File: config.mk
export PLATFORM = sky130hd
export DESIGN_NAME = uart_fifo_ctrl
export DESIGN_NICKNAME = d
export VERILOG_FILES = /design/src/rtl/uart_fifo_ctrl.sv
export SDC_FILE = /design/constraint.sdc
export NUM_CORES = 1
export LEC_CHECK = 0
export ABC_AREA = 1
export BUFFER_PORTS_ARGS = -buffer_cell sky130_fd_sc_hd__buf_4
export CORE_ASPECT_RATIO = 1.2
export CORE_MARGIN = 5
export CORE_UTILIZATION = 30
export CTS_BUF_LIST = sky130_fd_sc_hd__clkbuf_4 sky130_fd_sc_hd__clkbuf_8
export DETAILED_ROUTE_END_ITERATION = 10
export PLACE_DENSITY = 0.56
export SYNTH_ARGS = -nofsm -noshare
export SYNTH_HDL_FRONTEND = slang
export SYNTH_SLANG_ARGS = --single-unit
File: constraint.sdc
create_clock -name clk -period 3.5 [get_ports clk]
set_clock_uncertainty 0.05 [all_clocks]
set_input_delay 0.7 -clock clk [delete_from_list [all_inputs] [get_ports clk]]
set_output_delay 0.7 -clock clk [all_outputs]
set_load 0.005 [all_outputs]
File: src/rtl/uart_fifo_ctrl.sv
// uart_fifo_ctrl: register-mapped UART buffer controller.
// Holds an RX FIFO fed by the deserializer and a TX FIFO drained by a small
// FSM into the serializer, behind a 4-word bus window (RX_DATA, TX_DATA,
// STAT, CTRL).
// Build option: define UART_FIFO_IRQ_EN to get the CTRL register and the
// o_irq logic; without it CTRL reads 0 and o_irq is tied low.
//
// Bus handshake: a request is taken on any clock edge where i_wb_valid is
// high and o_wb_ack is low. That same edge commits every side effect (FIFO
// push/pop, sticky clear, CTRL write) and registers o_wb_ack=1 together with
// o_wb_dat, so the master sees exactly one single-cycle ack per access.
`timescale 1ns/1ps

module uart_fifo_ctrl #(
  parameter logic [31:0] BASE_ADDR = 32'h3000_0000,
  parameter int          DATA_W    = 8,
  parameter int          DEPTH     = 16
) (
  input  logic              clk,
  input  logic              rst_n,
  input  logic              i_wb_valid,
  input  logic [31:0]       i_wb_adr,
  input  logic              i_wb_we,
  input  logic [31:0]       i_wb_dat,
  input  logic [3:0]        i_wb_sel,
  output logic              o_wb_ack,
  output logic [31:0]       o_wb_dat,
  input  logic [DATA_W-1:0] i_rx_data,
  input  logic              i_rx_valid,
  input  logic              i_frame_err,
  output logic [DATA_W-1:0] o_tx_data,
  output logic              o_tx_start,
  input  logic              i_tx_busy,
  output logic              o_irq
);

  localparam int AW = $clog2(DEPTH);
  localparam int CW = AW + 1;

  typedef enum logic [1:0] {
    S_IDLE  = 2'd0,
    S_LOAD  = 2'd1,
    S_START = 2'd2,
    S_DRAIN = 2'd3
  } tx_state_e;

  // Bus decode
  logic        ack_q;
  logic [31:0] dat_q;
  logic        acc;
  logic        hit;
  logic [1:0]  idx;
  logic        rd_rx, wr_tx, rd_stat, wr_ctrl;

  assign acc     = i_wb_valid & ~ack_q;
  assign hit     = (i_wb_adr[31:4] == BASE_ADDR[31:4]) && (i_wb_adr[1:0] == 2'b00);
  assign idx     = i_wb_adr[3:2];
  assign rd_rx   = acc & ~i_wb_we & hit & (idx == 2'd0);
  assign wr_tx   = acc &  i_wb_we & hit & (idx == 2'd1) & i_wb_sel[0];
  assign rd_stat = acc & ~i_wb_we & hit & (idx == 2'd2);
  assign wr_ctrl = acc &  i_wb_we & hit & (idx == 2'd3);

  // RX FIFO state
  logic [DATA_W-1:0] rx_mem [DEPTH];
  logic [AW-1:0]     rx_wr_q, rx_rd_q;
  logic [CW-1:0]     rx_cnt_q;
  logic              rx_empty, rx_full, rx_pop, rx_push;

  // TX FIFO state
  logic [DATA_W-1:0] tx_mem [DEPTH];
  logic [AW-1:0]     tx_wr_q, tx_rd_q;
  logic [CW-1:0]     tx_cnt_q;
  logic              tx_empty, tx_full, tx_pop, tx_push;

  // TX FSM
  tx_state_e         state_q;
  logic [DATA_W-1:0] tx_data_q;
  logic              tx_start_q;
  logic              tx_active;

  // Sticky error flags
  logic rx_ovr_q, ferr_q, tx_ovf_q;
  logic rx_ovr_set, ferr_set, tx_ovf_set;

  logic [31:0] stat;
  logic [31:0] ctrl_rd;
  logic [31:0] rdata;

  assign rx_empty = (rx_cnt_q == '0);
  assign rx_full  = (rx_cnt_q == CW'(DEPTH));
  assign tx_empty = (tx_cnt_q == '0);
  assign tx_full  = (tx_cnt_q == CW'(DEPTH));

  // A push into a full FIFO is still taken when a pop frees a slot this cycle.
  assign rx_pop  = rd_rx & ~rx_empty;
  assign rx_push = i_rx_valid & ~i_frame_err & (~rx_full | rx_pop);
  assign tx_pop  = (state_q == S_IDLE) & ~tx_empty & ~i_tx_busy;
  assign tx_push = wr_tx & (~tx_full | tx_pop);

  assign rx_ovr_set = i_rx_valid & ~i_frame_err & rx_full & ~rx_pop;
  assign ferr_set   = i_rx_valid & i_frame_err;
  assign tx_ovf_set = wr_tx & tx_full & ~tx_pop;

  assign tx_active = (state_q != S_IDLE);

  // RX FIFO storage write port
  always_ff @(posedge clk) begin
    if (rx_push) rx_mem[rx_wr_q] <= i_rx_data;
  end

  // RX FIFO pointers and occupancy
  always_ff @(posedge clk or negedge rst_n) begin
    if (!rst_n) begin
      rx_wr_q  <= '0;
      rx_rd_q  <= '0;
      rx_cnt_q <= '0;
    end else begin
      if (rx_push) rx_wr_q <= rx_wr_q + AW'(1);
      if (rx_pop)  rx_rd_q <= rx_rd_q + AW'(1);
      if (rx_push && !rx_pop)      rx_cnt_q <= rx_cnt_q + CW'(1);
      else if (!rx_push && rx_pop) rx_cnt_q <= rx_cnt_q - CW'(1);
    end
  end

  // TX FIFO storage write port
  always_ff @(posedge clk) begin
    if (tx_push) tx_mem[tx_wr_q] <= i_wb_dat[DATA_W-1:0];
  end

  // TX FIFO pointers and occupancy
  always_ff @(posedge clk or negedge rst_n) begin
    if (!rst_n) begin
      tx_wr_q  <= '0;
      tx_rd_q  <= '0;
      tx_cnt_q <= '0;
    end else begin
      if (tx_push) tx_wr_q <= tx_wr_q + AW'(1);
      if (tx_pop)  tx_rd_q <= tx_rd_q + AW'(1);
      if (tx_push && !tx_pop)      tx_cnt_q <= tx_cnt_q + CW'(1);
      else if (!tx_push && tx_pop) tx_cnt_q <= tx_cnt_q - CW'(1);
    end
  end

  // Sticky errors: a STAT read clears them, a same-cycle event keeps them set
  always_ff @(posedge clk or negedge rst_n) begin
    if (!rst_n) begin
      rx_ovr_q <= 1'b0;
      ferr_q   <= 1'b0;
      tx_ovf_q <= 1'b0;
    end else begin
      rx_ovr_q <= (rx_ovr_q & ~rd_stat) | rx_ovr_set;
      ferr_q   <= (ferr_q   & ~rd_stat) | ferr_set;
      tx_ovf_q <= (tx_ovf_q & ~rd_stat) | tx_ovf_set;
    end
  end

  // TX FSM: hand one character at a time to the serializer
  always_ff @(posedge clk or negedge rst_n) begin
    if (!rst_n) begin
      state_q    <= S_IDLE;
      tx_data_q  <= '0;
      tx_start_q <= 1'b0;
    end else begin
      case (state_q)
        S_IDLE: begin
          if (tx_pop) begin
            state_q   <= S_LOAD;
            tx_data_q <= tx_mem[tx_rd_q];
          end
        end
        S_LOAD: begin
          state_q    <= S_START;
          tx_start_q <= 1'b1;
        end
        S_START: begin
          if (i_tx_busy) begin
            state_q    <= S_DRAIN;
            tx_start_q <= 1'b0;
          end
        end
        S_DRAIN: begin
          if (!i_tx_busy) state_q <= S_IDLE;
        end
        default: begin
          state_q    <= S_IDLE;
          tx_start_q <= 1'b0;
        end
      endcase
    end
  end

  // STAT word assembled from live status
  always_comb begin
    stat          = '0;
    stat[0]       = rx_empty;
    stat[1]       = rx_full;
    stat[2]       = tx_empty;
    stat[3]       = tx_full;
    stat[4]       = rx_ovr_q;
    stat[5]       = ferr_q;
    stat[6]       = tx_ovf_q;
    stat[7]       = tx_active;
    stat[8 +: CW]  = rx_cnt_q;
    stat[16 +: CW] = tx_cnt_q;
  end

`ifdef UART_FIFO_IRQ_EN
  logic [2:0] irq_en_q;
  logic [7:0] thresh_q;
  logic       irq_q;
  logic       irq_d;
  logic       unused_bus;

  assign unused_bus = ^{i_wb_dat[31:16], i_wb_dat[7:3], i_wb_sel[3:2]};

  // CTRL register, byte-lane writes; a zero threshold is stored as 1
  always_ff @(posedge clk or negedge rst_n) begin
    if (!rst_n) begin
      irq_en_q <= '0;
      thresh_q <= 8'd1;
    end else if (wr_ctrl) begin
      if (i_wb_sel[0]) irq_en_q <= i_wb_dat[2:0];
      if (i_wb_sel[1]) thresh_q <= (i_wb_dat[15:8] == 8'd0) ? 8'd1 : i_wb_dat[15:8];
    end
  end

  assign ctrl_rd = {16'd0, thresh_q, 5'd0, irq_en_q};
  assign irq_d   = (irq_en_q[0] & (stat[15:8] >= thresh_q)) |
                   (irq_en_q[1] & (|stat[6:4])) |
                   (irq_en_q[2] & tx_empty & ~tx_active);

  // Registered interrupt level
  always_ff @(posedge clk or negedge rst_n) begin
    if (!rst_n) irq_q <= 1'b0;
    else        irq_q <= irq_d;
  end

  assign o_irq = irq_q;
`else
  logic unused_bus;

  assign unused_bus = ^{i_wb_dat[31:DATA_W], i_wb_sel[3:1], wr_ctrl};
  assign ctrl_rd    = '0;
  assign o_irq      = 1'b0;
`endif

  // Read mux; unmapped and write-only locations read 0
  always_comb begin
    rdata = '0;
    if (hit) begin
      case (idx)
        2'd0: if (!rx_empty) rdata[DATA_W-1:0] = rx_mem[rx_rd_q];
        2'd2: rdata = stat;
        2'd3: rdata = ctrl_rd;
        default: rdata = '0;
      endcase
    end
  end

  // Ack and read data registered together, one cycle after the request
  always_ff @(posedge clk or negedge rst_n) begin
    if (!rst_n) begin
      ack_q <= 1'b0;
      dat_q <= '0;
    end else begin
      ack_q <= acc;
      dat_q <= (acc && !i_wb_we) ? rdata : 32'd0;
    end
  end

  assign o_wb_ack   = ack_q;
  assign o_wb_dat   = dat_q;
  assign o_tx_data  = tx_data_q;
  assign o_tx_start = tx_start_q;

endmodule

Yosys cells after proc, flatten, opt, wreduce, memory -nomap -nowiden
Memories as Yosys holds them, arrays and structs flattened. A register that Yosys moved wholly into a read port is not among the register bits.
Cells that the tools add are included.
{"block": "op_classes", "n_eq_ne": 11, "n_bitwise": 39, "n_reduce_logical": 24, "addsub": 8, "muxes": 19}
{"operator": "$mux 32", "n": 1}
{"operator": "$eq 28x26->1 const B", "n": 1}
{"operator": "$and 1x1->1", "n": 23}
{"operator": "$mux 21", "n": 1}
{"operator": "$mux 5", "n": 4}
{"operator": "$add 4x1->4 const B", "n": 4}
{"operator": "$pmux 8 s2", "n": 1}
{"operator": "$mux 13", "n": 1}
{"operator": "$not 1->1", "n": 11}
{"operator": "$add 5x1->5 const B", "n": 2}
{"operator": "$eq 5x5->1 const B", "n": 2}
{"operator": "$logic_not 5->1", "n": 2}
{"operator": "$sub 5x1->5 const B", "n": 2}
{"operator": "$mux 8", "n": 1}
{"operator": "$pmux 2 s4", "n": 1}
{"operator": "$reduce_bool 2->1", "n": 4}
{"operator": "$eq 2x2->1 const B", "n": 3}
{"operator": "$logic_and 1x1->1", "n": 6}
{"operator": "$logic_not 1->1", "n": 6}
{"operator": "$logic_not 2->1", "n": 3}
{"operator": "$mux 2", "n": 3}
{"operator": "$ne 2x2->1 const B", "n": 3}
{"operator": "$mux 1", "n": 5}
{"operator": "$or 1x1->1", "n": 5}
{"operator": "4 further kinds", "n": 6}
{"block": "word_totals", "mem_count": 2, "ramBits": 256, "inputBits": 83, "register_bits": 65, "output_inout_bits": 43}
{"memory": "rx_mem", "words": 16, "word_bits": 8, "read_ports": 1, "rd_clocked_by_memory_dff": 0, "wr": 1, "line_no": "64", "source": "logic [DATA_W-1:0] rx_mem [DEPTH];"}
{"memory": "tx_mem", "words": 16, "word_bits": 8, "read_ports": 1, "rd_clocked_by_memory_dff": 1, "wr": 1, "line_no": "70", "source": "logic [DATA_W-1:0] tx_mem [DEPTH];"}

Longest topological paths before layout
{"block": "logic_depth", "ltp_word": 12, "depth_mapped": 21}

Least setup slack after synthesis
Ideal clock, no wire load.
{"block": "synth_path", "path_kind": "input -> register", "from": "input port i_wb_adr[5]", "to": "register rx_cnt_q[4]", "stages": 17, "setup_ps": 123, "required_time_ps": 3327, "arrival_time_ps": 2853, "setup_slack_ps": 474, "path_cell_list": "or2_1 nor2_1 nand2_1 nor2_4 nand3_4 nand2_4 nand2_4 buf_6 inv_1 ha_1 inv_1 fa_1 nand2_1 a21oi_1 o21ai_0 nand3_1 xor2_1"}
{"block": "synth_between", "elab_chain_cells": 10}
{"item": "start, declared", "line_no": "22", "source": "input logic [31:0] i_wb_adr,"}
{"item": "$eq 28x26->1 (*)", "line_no": "56", "source": "assign hit = (i_wb_adr[31:4] == BASE_ADDR[31:4]) && (i_wb_adr[1:0] == 2'b00);"}
{"item": "$logic_and 1x1->1 (*)", "line_no": "56"}
{"item": "$and 1x1->1 (*) (2 in series)", "line_no": "58", "source": "assign rd_rx = acc & ~i_wb_we & hit & (idx == 2'd0);"}
{"item": "$and 1x1->1 (*)", "line_no": "95", "source": "assign rx_pop = rd_rx & ~rx_empty;"}
{"item": "$or 1x1->1", "line_no": "96", "source": "assign rx_push = i_rx_valid & ~i_frame_err & (~rx_full | rx_pop);"}
{"item": "$and 1x1->1", "line_no": "96"}
{"item": "$logic_not 1->1", "line_no": "121", "source": "else if (!rx_push && rx_pop) rx_cnt_q <= rx_cnt_q - CW'(1);"}
{"item": "$logic_and 1x1->1", "line_no": "121"}
{"item": "$reduce_bool 2->1 (no source line)"}
{"item": "end signal, assigned", "line_no": "120", "source": "if (rx_push && !rx_pop) rx_cnt_q <= rx_cnt_q + CW'(1);"}
{"item": "end signal, assigned", "line_no": "121"}
{"item": "end, declared", "line_no": "66", "source": "logic [CW-1:0] rx_cnt_q;"}
Mark *: on every way between the ends. The rest lies on a longest branch, timed or not.
A chain may end at the register's enable or synchronous reset.

Final worst setup path
{"block": "layout_path", "from": "register state_q[1]", "to": "register tx_cnt_q[4]"}
{"block": "layout_between", "elab_chain_cells": 8}
{"item": "start, declared", "line_no": "76", "source": "tx_state_e state_q;"}
{"item": "start signal, assigned", "line_no": "160", "source": "state_q <= S_IDLE;"}
{"item": "start signal, assigned", "line_no": "167", "source": "state_q <= S_LOAD;"}
{"item": "start signal, assigned", "line_no": "172", "source": "state_q <= S_START;"}
{"item": "$logic_not 2->1 (*)", "line_no": "97", "source": "assign tx_pop = (state_q == S_IDLE) & ~tx_empty & ~i_tx_busy;"}
{"item": "$and 1x1->1 (*) (2 in series)", "line_no": "97"}
{"item": "$or 1x1->1 (*)", "line_no": "98", "source": "assign tx_push = wr_tx & (~tx_full | tx_pop);"}
{"item": "$and 1x1->1 (*)", "line_no": "98"}
{"item": "via tx_push", "line_no": "73", "source": "logic tx_empty, tx_full, tx_pop, tx_push;"}
{"item": "$logic_not 1->1", "line_no": "140", "source": "else if (!tx_push && tx_pop) tx_cnt_q <= tx_cnt_q - CW'(1);"}
{"item": "$logic_and 1x1->1", "line_no": "140"}
{"item": "$reduce_bool 2->1 (no source line)"}
{"item": "end signal, assigned", "line_no": "139", "source": "if (tx_push && !tx_pop) tx_cnt_q <= tx_cnt_q + CW'(1);"}
{"item": "end signal, assigned", "line_no": "140"}
{"item": "end, declared", "line_no": "72", "source": "logic [CW-1:0] tx_cnt_q;"}
Mark *: on every way through the listed nets, which the timed path passes. The rest lies on a longest branch.

==> results.ini <==
[setup_path]
r2r_start = state_q[1]
start_kind = register
slowest_stage = dfrtp_1
crit_path_end_kind = register
cpMostUsedCell = nand2_1
critPathMaxStageDelay_ns = 0.40
crit_arrival_ns = 3.41
crit_chain = inv_1 > ha_1 > nand2_1 > nand4_1 > nand3_1 > clkinv_1 > ha_1 > buf_4 > fa_1 > inv_1 > nand2_1 > a21oi_1 > nor2_1 > nand2_1 > nand3_1 > xor2_1
crit_start = state_q[1]
required_ns = 3.92
worstPathMaxFanout = 4
crit_type = reg -> reg

[drt]
avgViaCountPerCell = 4.63
dr.pass1.iters = 5
routed_wl_um = 33000
drc = 0
postRouteAntennaNets = 0
vias = 9067
wl_per_cell_um = 16.9
drt-initial-drc-count = 499

[final_layout]
antennaDiodeCount = 0
nFillCells = 4355
layout_common_cells = 273 x nor2_1, 256 x edfxtp_1, 164 x nand2_1, 162 x o21ai_0, 143 x buf_4
final_cells = 1958
layout_commonest_cell = nor2_1
area_growth_pct = 19.2
drive_gt1_share_pct = 18.0
final_nets = 1458

[sta]
tns_ns = 0
rsz0062_at_grt = no
tightest_slew_ns = 0.853
report.final.slew_viol_count = 0
finalHoldViolCount = 0
slew_headroom_pct = 43.1
period_needed_ns = 3.00
max_freq_ghz = 0.334
setup_viol = 0
period_share_pct = 85.6

[die]
row_count = 85
io_pins = 126
initial_core_util_pct = 30.2
fp.coreArea_mm2 = 0.0446
die-area_mm2 = 0.0491
die_h_um = 242
die_w_um = 203

[power]
p_per_area_mw_per_mm2 = 624
peakVddDrop_uv = 357
p_leak_nw = 6.07

[synthesis]
ys_seq_area_share_pct = 68.2
synthesis.area_mm2 = 0.0134
synthDistinctLibCells = 32
synth_seq_cells = 315
syn_inst = 1211
ys_warn_count = 0
synth_area_per_cell_um2 = 11.1

[placement]
post-place-cells = 1862
hpwl_um = 21500
numPortBuffers = 83
place_congestion = 0.798

[clocking]
clockBufferDepth = 3
cts_hold_buf = 0
htree_levels = 2
numCtsBuffers = 52
cts_root_buf = clkbuf_8
cts.sinks = 315
cts.clk_slew.worst_paths_ns = 0.06
cts_resized = 0
clk-insertion-delay-late_ns = 0.58
cts_tree = yes
postCtsSetupBuffers = 0

[run_status]
status = complete, no violations

[global_routing]
grtUsageTotal_pct = 13.1
grt_pass1_vias = 9025
grt_pass1_wl_um = 51500
grt_max_degree = 67
antenna_found_initial = 0
grt-ovfl-total = 0

[min_path]
hp-class = in -> async

[job]
cap_violations = 0

logic make-up after synthesis:
logic type      after synthesis  share of synthesized area, %
mux                           1                        0.0745
simple gates                520                          15.7
compound gates              209                          8.40
other cells                   1                        0.0279
flops                       315                          68.2
buf+inv                     130                          4.53
xor+xnor                     11                         0.717
fa+ha+maj                    24                          2.35
cells in the mapped netlist (all sizes together):
master,instances,area (um^2)
o211ai,32,240
mux2i,1,10.0
nand2,166,638
or2,2,12.5
conb,1,3.75
nand4,7,43.8
fa,2,40.0
xor2,9,78.8
clkbuf,25,93.8
dfrtp,59,1480
nor4,1,6.26
ha,22,275
buf,48,302
inv,52,195
clkinv,5,18.8
nor3,3,15.0
xnor2,2,17.5
o21ai,168,841
nor2,283,1090
o21bai,1,7.51
nand3,58,303
edfxtp,256,7690
a21oi,8,40.0
area by class of cell:
cell class              instances  area, um^2  area share [%]
well taps                     565         707            4.42
repair buffers                145        1110            6.95
clock buffers                  84        1010            6.32
flip-flops and latches        315        9170            57.3
multi-input cells             780        3720            23.2
clock inverters                12        80.1           0.500
inverters                      57         214            1.34
critical path: cells and delay by family, from the launching register on:
family                     cells  cell delay [ns]
xor gates and xnor gates       1             0.15
DFF                            1             0.40
adders and majority gates      3             0.85
and+or+nand+nor                7             0.82
buffers and inverters          4             0.44
AOI/OAI and AO/OA              1             0.16
metal layers:
| layer | vias to the layer above | part of all wire [%] | track usage (%) |
|---|---|---|---|
| met5 | - | 0 | 0 |
| li1 | 4412 | - | - |
| met1 | 4353 | 43 | 16.9 |
| met4 | 0 | 2.1 | 3.35 |
| met2 | 244 | 50 | 22.7 |
| met3 | 58 | 5.2 | 2.59 |
report_power, final:
group,switching (mW),leakage (nW),internal [mW]
logic,1.38,2.46,0.761
clock network,1.43,0.575,1.89
registers,0.233,3.03,4.29
total,3.05,6.07,6.94
through the flow:
| stage | hold WS, ns | setup WS, ns | util, % | area, um^2 | total power, mW |
|---|---|---|---|---|---|
| after global placement | 0.404 | 0.154 | 33.5 | 14900 | 6.71 |
| final | 0.129 | 0.504 | 35.9 | 16000 | 9.99 |
| after detailed placement | 0.409 | 0.0870 | 33.5 | 14900 | 6.77 |
| after global routing | 0.175 | 0.257 | 35.9 | 16000 | 10.6 |
| after CTS | 0.146 | 0.479 | 35.9 | 16000 | 10.1 |
| after floorplan | 0.354 | 0.474 | - | 13500 | 5.96 |
registers in the layout (all words and copies together), names as in the netlist, 4 cells and up:
signal	flops
o_tx_data	8
o_wb_dat	18
rx_cnt_q	5
rx_mem	128
rx_rd_q	4
rx_wr_q	4
tx_cnt_q	5
tx_mem	128
tx_rd_q	4
tx_wr_q	4
final timing paths:
check                         endpoint  slack (ns)  cells past startpoint
max reg2reg                tx_cnt_q[4]        0.50                     16
max in group asynchronous   tx_rd_q[1]        2.61                      1
min reg2reg                   rx_ovr_q        0.42                      2
min                             ferr_q        0.13                      1
min in group clk                ferr_q        0.28                      3
max                        tx_cnt_q[4]        0.50                     16
No activity file was read; power rests on OpenSTA's default activity.
